<file path="config.mk">
export PLATFORM = sky130hd
export DESIGN_NAME = mem_arbiter
export DESIGN_NICKNAME = d
export VERILOG_FILES = /design/src/rtl/rv_mem_pkg.sv /design/src/rtl/mem_lane.sv /design/src/rtl/mem_arbiter.sv
export SDC_FILE = /design/constraint.sdc
export NUM_CORES = 1
export LEC_CHECK = 0
export ABC_AREA = 1
export BUFFER_PORTS_ARGS = -buffer_cell sky130_fd_sc_hd__buf_2
export CAP_MARGIN = 40
export CORE_ASPECT_RATIO = 2
export CORE_MARGIN = 2
export CORE_UTILIZATION = 55
export CTS_BUF_LIST = sky130_fd_sc_hd__clkbuf_8
export DETAILED_ROUTE_END_ITERATION = 10
export PLACE_DENSITY = 0.89
export SLEW_MARGIN = 20
export SYNTH_ARGS = -nofsm -noshare
export SYNTH_HDL_FRONTEND = slang
export SYNTH_SLANG_ARGS = --single-unit
</file>
<file path="constraint.sdc">
create_clock -name clk -period 8.4 [get_ports clk]
set_input_delay 0.42 -clock clk [delete_from_list [all_inputs] [get_ports clk]]
set_output_delay 0.42 -clock clk [all_outputs]
set_load 0.02 [all_outputs]
</file>
<file path="src/rtl/rv_mem_pkg.sv">
// Shared types for the rv core memory arbiter.
//   size_e  : access size encoding on the data request port (3 is illegal)
//   state_e : arbiter sequencing states
//   owner_e : which requester owns the transaction in flight
//   req_t   : request fields captured at acceptance
package rv_mem_pkg;

  localparam int WORD_BYTES = 4;

  typedef enum logic [1:0] {
    MEM_B = 2'd0,
    MEM_H = 2'd1,
    MEM_W = 2'd2
  } size_e;

  typedef enum logic [1:0] {
    ST_IDLE,
    ST_ACCESS,
    ST_WRITE,
    ST_RESP
  } state_e;

  typedef enum logic {
    OWN_IF = 1'b0,
    OWN_D  = 1'b1
  } owner_e;

  typedef struct packed {
    owner_e      owner;
    logic        we;
    logic [1:0]  size;
    logic        zext;
    logic        err;
    logic [31:0] wdata;
  } req_t;

endpackage

</file>
<file path="src/rtl/mem_lane.sv">
// Byte-lane steering for sub-word memory accesses (purely combinational).
//   addr       : byte offset within the word
//   size       : access size (MEM_B / MEM_H / MEM_W, 3 illegal)
//   zext       : zero-extend loads instead of sign-extending
//   old_word   : word currently held in memory
//   store_data : right-aligned store data
//   merged     : old_word with the addressed lane(s) replaced by store_data
//   load_value : addressed lane(s) of old_word, extended to 32 bits
//   misalign   : access is misaligned for its size, or size is illegal
module mem_lane
  import rv_mem_pkg::*;
(
  input  logic [1:0]  addr,
  input  logic [1:0]  size,
  input  logic        zext,
  input  logic [31:0] old_word,
  input  logic [31:0] store_data,
  output logic [31:0] merged,
  output logic [31:0] load_value,
  output logic        misalign
);

  logic [7:0]  lane_b;
  logic [15:0] lane_h;

  always_comb begin
    // NOTE: every output gets a default before the case so no path leaves one unassigned (no latch).
    merged     = old_word;
    load_value = old_word;
    misalign   = 1'b0;
    lane_b     = old_word[8*addr +: 8];
    lane_h     = old_word[16*addr[1] +: 16];
    case (size)
      MEM_B: begin
        merged[8*addr +: 8] = store_data[7:0];
        load_value          = {{24{~zext & lane_b[7]}}, lane_b};
      end
      MEM_H: begin
        misalign                 = addr[0];
        merged[16*addr[1] +: 16] = store_data[15:0];
        load_value               = {{16{~zext & lane_h[15]}}, lane_h};
      end
      MEM_W: begin
        misalign = |addr;
        merged   = store_data;
      end
      default: misalign = 1'b1;
    endcase
  end

endmodule

</file>
<file path="src/rtl/mem_arbiter.sv">
// Round-robin arbiter sequencing instruction-fetch (IF) and data (D) requests
// onto a single-port word memory, with sub-word loads and read-modify-write
// sub-word stores.
//   clk, rst              : clock, synchronous active-high reset
//   if_req_* / if_addr    : fetch request handshake and byte address
//   if_rsp_*              : one-cycle fetch response (data, misalign error)
//   d_req_* / d_addr ...  : data request handshake, address, we, size, unsigned, wdata
//   d_rsp_*               : one-cycle data response (extended load data, error)
//   mem_*                 : word-aligned memory port; mem_b / mem_h tied 0
module mem_arbiter
  import rv_mem_pkg::*;
#(
  parameter int ADDR_W       = 32,
  parameter bit RESET_PRIO_D = 1'b1
) (
  input  logic              clk,
  input  logic              rst,
  input  logic              if_req_valid,
  output logic              if_req_ready,
  input  logic [ADDR_W-1:0] if_addr,
  output logic              if_rsp_valid,
  output logic [31:0]       if_rsp_data,
  output logic              if_rsp_err,
  input  logic              d_req_valid,
  output logic              d_req_ready,
  input  logic [ADDR_W-1:0] d_addr,
  input  logic              d_we,
  input  logic [1:0]        d_size,
  input  logic              d_unsigned,
  input  logic [31:0]       d_wdata,
  output logic              d_rsp_valid,
  output logic [31:0]       d_rsp_data,
  output logic              d_rsp_err,
  output logic [ADDR_W-1:0] mem_addr,
  output logic [31:0]       mem_wdata,
  output logic              mem_write,
  output logic              mem_b,
  output logic              mem_h,
  input  logic [31:0]       mem_rdata
);

  state_e            state, state_next;
  owner_e            last_grant;
  req_t              cap;
  logic [ADDR_W-1:0] cap_addr;
  logic [31:0]       cap_rdata;

  logic        idle, grant_d, grant_if, accept, resp;
  logic [1:0]  lane_addr, lane_size;
  logic        lane_zext;
  logic [31:0] lane_merged, lane_load;
  logic        lane_misalign;

  assign mem_b = 1'b0;
  assign mem_h = 1'b0;

  // Requester that lost the previous arbitration wins a tie.
  assign idle     = (state == ST_IDLE);
  assign grant_d  = d_req_valid && (!if_req_valid || last_grant == OWN_IF);
  assign grant_if = if_req_valid && !grant_d;
  assign accept   = idle && (grant_d || grant_if);

  // In IDLE the lane checks the live request being granted; afterwards it
  // works on the captured request for merge and extraction.
  always_comb begin
    lane_addr = cap_addr[1:0];
    lane_size = cap.size;
    lane_zext = cap.zext;
    if (idle) begin
      lane_addr = grant_d ? d_addr[1:0] : if_addr[1:0];
      lane_size = grant_d ? d_size : MEM_W;
      lane_zext = grant_d && d_unsigned;
    end
  end

  mem_lane u_lane (
    .addr       (lane_addr),
    .size       (lane_size),
    .zext       (lane_zext),
    .old_word   (cap_rdata),
    .store_data (cap.wdata),
    .merged     (lane_merged),
    .load_value (lane_load),
    .misalign   (lane_misalign)
  );

  always_ff @(posedge clk) begin
    // NOTE: sequential state uses non-blocking assignment so every register samples pre-edge values.
    if (rst) begin
      // NOTE: captured request and read data are cleared too, so a dropped transaction leaves no residue.
      state      <= ST_IDLE;
      last_grant <= RESET_PRIO_D ? OWN_IF : OWN_D;
      cap        <= '0;
      cap_addr   <= '0;
      cap_rdata  <= '0;
    end else begin
      state <= state_next;
      if (accept) begin
        last_grant <= grant_d ? OWN_D : OWN_IF;
        cap.owner  <= grant_d ? OWN_D : OWN_IF;
        cap.we     <= grant_d && d_we;
        cap.size   <= grant_d ? d_size : MEM_W;
        cap.zext   <= grant_d && d_unsigned;
        cap.err    <= lane_misalign;
        cap.wdata  <= grant_d ? d_wdata : 32'd0;
        cap_addr   <= grant_d ? d_addr : if_addr;
      end
      if (state == ST_ACCESS) cap_rdata <= mem_rdata;
    end
  end

  always_comb begin
    state_next   = state;
    if_req_ready = 1'b0;
    d_req_ready  = 1'b0;
    mem_write    = 1'b0;
    case (state)
      ST_IDLE: begin
        if_req_ready = grant_if;
        d_req_ready  = grant_d;
        if (accept) state_next = lane_misalign ? ST_RESP : ST_ACCESS;
      end
      ST_ACCESS: begin
        if (cap.we && cap.size == MEM_W) begin
          mem_write  = 1'b1;
          state_next = ST_RESP;
        end else if (cap.we) begin
          state_next = ST_WRITE;
        end else begin
          state_next = ST_RESP;
        end
      end
      ST_WRITE: begin
        mem_write  = 1'b1;
        state_next = ST_RESP;
      end
      default: state_next = ST_IDLE;
    endcase
    // A transaction caught by reset must not reach memory or respond.
    if (rst) mem_write = 1'b0;
  end

  assign mem_wdata = mem_write ? lane_merged : 32'd0;
  assign mem_addr  = idle ? '0 : {cap_addr[ADDR_W-1:2], 2'b00};

  assign resp         = (state == ST_RESP) && !rst;
  assign if_rsp_valid = resp && (cap.owner == OWN_IF);
  assign d_rsp_valid  = resp && (cap.owner == OWN_D);
  assign if_rsp_err   = if_rsp_valid && cap.err;
  assign d_rsp_err    = d_rsp_valid && cap.err;
  assign if_rsp_data  = (if_rsp_valid && !cap.err) ? lane_load : 32'd0;
  assign d_rsp_data   = (d_rsp_valid && !cap.err && !cap.we) ? lane_load : 32'd0;

endmodule
</file>
==> run metrics, run 1 <==
die span in y around 160 µm; period utilization 0.543; WL/cell roughly 16 µm; commonest non-fill, non-tap cells in the layout nand2_1 (401), buf_2 (268), inv_1 (157), dfxtp_1 (104), nand3_1 (101); clk_lat worst skew roughly 380 ps; Setup CP Type register to primary output; relative slew slack 0.524; # H-tree levels 3; RSZ-0062 raised after global routing no; yosys warns 0; Starting DRT DRC Count ~560; Placed Cells between 1500 and 2000; commonest non-fill, non-tap cell in the layout nand2_1; CP Launch Type register; critical-path cell list inv_1 > ha_1 > buf_4 > inv_2 > nor2_8 > nand2_2 > nand2_4 > inv_2 > nand2_1 > inv_2 > nand4_4 > nand3_1 > nand2_1 > inv_1 > buf_2; CTS tree built; floorplan row count 58; cell with the largest stage delay on the worst path nor2_8; starting density of the core 0.561; DRT Wirelength ~25 mm; Die W 84.1 µm; Worst VDD drop approximately 210 µV; final worst path period need around 4600 ps; largest net degree at the start of global routing 68; non-filler instance count after layout roughly 1600; Crit path largest cell delay 430 ps; pwr/cell area 322 nW/µm²; most used cell, CP inv_2; Post-DRT Antenna Nets 0; GRT Resource Usage Total 0.343; vias post-DR 8600; clk slew on worst S/H paths between 100 and 150 ps; final hold violation count 0; CTS Root Buffer Type clkbuf_8; Seq/Total Area, Yosys 0.295; fill cell count around 1200; WP buf/inv 7; # DRC 0; Port Buf Inserts around 270; Avg Inst Size Synth ~5.8 µm²; MaxCap Viol Count 0; first-pass GRT wire length ~38 mm; critical path arrival approximately 4100 ps; synthesized area a little over 7000 µm²; status completed; Slew Limit Fails 0; Nets around 1600; flops & latches, synth between 100 and 150; IO Pins 273; CP required 7980 ps; cts hold-fix bufs 0; worst slew pin tran between 700 and 800 ps; Pre-antenna DRT Iters 8; post-cts sizing count 0; n_diodes 0; initial antenna violation count 0; postcts setup bufs 0; CTS Buf Count 9; Leakage Power 4.92 nW; dpl hpwl 19.5 mm; Crit path max-delay family simple AND/OR/NAND/NOR gates; worst slack, placed about 4300 ps; Gate Count Post-Synth 1212; layout cell share with drive strength beyond 1 0.228; setup TNS 0 ps; area grow syn2layout 21.7%; GPL Wtd Cong 0.999; die area 13800 µm²; GRT overflow 0; worst hold path class primary input to register; final worst slack around 3800 ps; vias in the first global route around 7800; via/cell ratio 5.44; final setup skew approximately 11 ps; clk sinks around 100; Clock Path Buffers 2; f_max roughly 220 MHz; maximum fanout along the worst path 37; crit end category primary output; Final Setup Violations 0; Synth cell types 30; core area 12600 µm²
-- cell usage after synthesis, drive strengths merged --
cell type / n / share of area
a31oi: 33 / 0.029
inv: 164 / 0.087
ha: 8 / 0.014
clkbuf: 56 / 0.030
a211oi: 1 / 0.0011
nor3: 14 / 0.011
o21ai: 98 / 0.070
nand2: 415 / 0.23
o211ai: 17 / 0.018
dfxtp: 104 / 0.30
buf: 21 / 0.020
conb: 1 / 0.00053
clkinv: 2 / 0.0011
a21oi: 83 / 0.059
nand3: 101 / 0.072
nor2: 83 / 0.048
nand4: 9 / 0.011
or2: 2 / 0.0018
-- metal layers --
layer	track usage	routed length, µm	up-vias
met3	0.0508	1300	87
met1	0.334	8300	3875
met5	0	0	-
li1	-	-	4265
met4	0.213	1550	0
met2	0.659	13700	373
-- final timing paths --
check,cells after the start,end,slack [ps],startpoint
worst max-delay path,15,d_rsp_data[27],3840,state[1]
worst min-delay path,3,cap_rdata[7],260,mem_rdata[7]
worst max register to register,10,cap[21],5390,state[1]
worst min register to register,2,cap[25],470,cap[25]
-- cell families after synthesis --
| group | count (synthesis) | share of synthesized area |
|---|---|---|
| simple gates | 624 | 0.374 |
| buf+inv | 243 | 0.138 |
| compound gates | 232 | 0.177 |
| flops | 104 | 0.295 |
| fa+ha+maj | 8 | 0.0142 |
| other cells | 1 | 0.000532 |
-- worst reg2reg max path, cell delays in order (launching register included) --
cell,delay [ps]
dfxtp_1,370
inv_1,110
ha_1,290
buf_4,380
inv_2,210
a21oi_4,140
buf_4,470
inv_1,480
buf_16,290
nand2_1,80
a21oi_1,60
-- per-stage QoR --
step                cell area, µm²  hold WS, ps  power (mW)   util
finish                        8580          256        2.76  0.683
global route                  8580          255        2.97  0.683
CTS                           8580          250        2.73  0.683
detailed placement            8360          452        2.38  0.666
global placement              8320          448        2.35  0.662
floorplan                     7060          438        1.95      -
-- where the power goes --
group / leakage (nW) / switching (mW) / internal, mW / total [mW]
logic: 3.95 / 1.20 / 0.458 / 1.66
registers: 0.857 / 0.120 / 0.637 / 0.756
clock network: 0.110 / 0.198 / 0.147 / 0.345
total: 4.92 / 1.52 / 1.24 / 2.76
-- flip-flops by register name (all words and copies together) (netlist names) --
signal / cells
cap_addr: 32
cap_rdata: 32
cap: 38
state: 2
-- area by class of cell --
type / instances / area (µm²) / share of cell area
clock inverter: 7 / 97.6 / 0.0114
multi-input combinational: 868 / 4020 / 0.469
tap: 150 / 188 / 0.0219
timing repair buffer: 278 / 1440 / 0.168
inverter: 166 / 623 / 0.0726
clock buffer: 9 / 124 / 0.0144
sequential: 104 / 2080 / 0.243
Note: power is estimated with default switching activity, not from simulation.
==> run 2, diff against run 1 <==
--- a/config.mk
+++ b/config.mk
@@ -10,10 +10,10 @@
 export CAP_MARGIN = 40
 export CORE_ASPECT_RATIO = 2
 export CORE_MARGIN = 2
-export CORE_UTILIZATION = 55
+export CORE_UTILIZATION = 51
 export CTS_BUF_LIST = sky130_fd_sc_hd__clkbuf_8
 export DETAILED_ROUTE_END_ITERATION = 10
-export PLACE_DENSITY = 0.89
+export PLACE_DENSITY = 0.83
 export SLEW_MARGIN = 20
 export SYNTH_ARGS = -nofsm -noshare
 export SYNTH_HDL_FRONTEND = slang
==> constraint.sdc (replaced) <==
create_clock -name clk -period 4.8 [get_ports clk]
set_input_delay 0.24 -clock clk [delete_from_list [all_inputs] [get_ports clk]]
set_output_delay 0.24 -clock clk [all_outputs]
set_load 0.02 [all_outputs]
==> run 2 against run 1 <==
  * Critical path depth decreased by 1
  * Sequential cell count unchanged
  * Combinational power increased by 78%
  * Final area increased by 0.22%
  * Sequential power increased by 76%
  * Global-route usage increased by 0.093 points
  * Critical endpoint is now mem_wdata[20]
  * Utilization decreased by 4.7 points
  * Final cell count increased by 0.57%
==> run metrics, run 2 (synthesis gave the netlist of run 1 again) <==
status completed; Final Setup Violations 0; period utilization 0.868; pwr/cell area around 570 nW/µm²; non-filler instance count after layout approximately 1600; WP depth 14; IO Pins ~270; final hold slack about 63 ps; worst hold path class primary input to register; # DRC 0; worst reg-to-reg path cell count 11; initial antenna violation count 1; final worst slack between 600 and 700 ps; Crit path largest cell delay slightly above 500 ps; Regs by FF count cap x38, cap_addr x32, cap_rdata x32; Die W 87.1 µm; crit end category primary output; vias post-DR 8630; Clock Path Buffers 2; GPL Wtd Cong between 1 and 1.5; Pre-antenna DRT Iters 6; vias in the first global route roughly 8000; first-pass GRT wire length 39.6 mm; Worst VDD drop 303 µV; Crit path max-delay family simple AND/OR/NAND/NOR gates; area grow syn2layout 22.0%; cts hold-fix bufs 0; CP required 4560 ps; max reg flops 38; # H-tree levels 3; post-cts sizing count 0; fill cell count 1398; CTS tree built; CTS Root Buffer Type clkbuf_8; dpl cell area ~8400 µm²; Placed Cells between 1500 and 2000; commonest non-fill, non-tap cell in the layout nand2_1; worst slack, placed between 1000 and 1500 ps; clk slew on worst S/H paths approximately 110 ps; floorplan row count 60; starting density of the core 0.522; final hold violation count 0; critical path arrival 3930 ps; Starting DRT DRC Count between 500 and 600; CP Launch Point cap[37]; relative slew slack 0.562; GRT Resource Usage Total 0.344; CP Launch Type register; dpl hpwl around 20 mm; CTS Buf Count 9; via/cell ratio 5.42; critical-path cell list nand2_2 > nand2_4 > nand2_1 > nand3_1 > nand2_1 > ha_1 > nor2_1 > nand2_1 > o21ai_0 > nand3_1 > nand3_1 > o21ai_0 > nor2_1 > buf_2; WP buf/inv 1; worst slew pin tran around 660 ps; clk_lat worst skew about 400 ps; Post-DRT Antenna Nets 0; maximum fanout along the worst path 36; final setup skew roughly 12 ps; Setup CP Type register to primary output; commonest non-fill, non-tap cells in the layout nand2_1 (401), buf_2 (268), inv_1 (157), dfxtp_1 (104), nand3_1 (101); Slew Limit Fails 0; most flop-heavy register cap; final worst path period need 4170 ps; final instance area about 8600 µm²; clk sinks 104; reg-to-reg endpoint state[1]; f_max around 240 MHz; setup TNS 0 ps; Leakage Power slightly below 5 nW; DRT Wirelength roughly 26 mm; cell with the largest stage delay on the worst path o21ai_0; RSZ-0062 raised after global routing no; Reg2Reg Setup Slack around 2100 ps; die span in y 170 µm; core area about 14000 µm²; CP endpoint mem_wdata[20]; R2R Path Start cap[37]; WL/cell ~16 µm; die area between 10000 and 15000 µm²; largest net degree at the start of global routing 67; Port Buf Inserts between 200 and 300; Nets roughly 1600; GRT overflow 0; postcts setup bufs 0; MaxCap Viol Count 0; layout cell share with drive strength beyond 1 0.230
## run 2: metal layers
layer | share of wire | wire length [µm] | vias to the layer above | GRT usage
li1 | - | - | 4274 | -
met1 | 0.33 | 8650 | 3846 | 0.337
met2 | 0.54 | 14000 | 406 | 0.647
met3 | 0.055 | 1430 | 104 | 0.0533
met4 | 0.068 | 1750 | 0 | 0.212
met5 | 0 | 0 | - | 0
## run 2: worst min path at each step
stage	start	endpoint	slack, ps	cells past startpoint
final	mem_rdata[4]	cap_rdata[4]	60	3
after CTS	mem_rdata[4]	cap_rdata[4]	60	3
after detailed placement	cap[33]	cap[33]	450	2
after global placement	cap[23]	cap[23]	440	2
after global routing	mem_rdata[7]	cap_rdata[7]	70	3
after floorplan	mem_rdata[7]	cap_rdata[7]	370	2
## run 2: through the flow
stage	total power [mW]	utilization
after floorplan	3.42	-
after global placement	4.19	0.618
after detailed placement	4.21	0.620
after CTS	4.82	0.636
after global routing	5.25	0.636
final	4.89	0.636
## run 2: report_power, final
group / internal, mW / switching (mW)
clock network: 0.257 / 0.358
registers: 1.11 / 0.214
logic: 0.806 / 2.14
total: 2.18 / 2.71
## run 2: final cells by class
| cell class | instances | area [µm²] | area share |
|---|---|---|---|
| diodes | 1 | 2.50 | 0.000291 |
| clock buffers | 9 | 124 | 0.0144 |
| clock inverters | 7 | 97.6 | 0.0114 |
| inverters | 166 | 623 | 0.0725 |
| multi-input cells | 868 | 4020 | 0.468 |
| flip-flops and latches | 104 | 2080 | 0.242 |
| well taps | 155 | 194 | 0.0226 |
| repair buffers | 281 | 1450 | 0.169 |
## run 2: worst register-to-register path: stages, from the launching register on
cell	delay, ps
dfxtp_1	400
nand2_2	110
nand2_4	340
nand2_1	170
nand3_1	130
nand2_1	320
ha_1	380
o21ai_0	420
nand3_1	140
nand2_1	90
nand2_1	50
a21oi_1	110
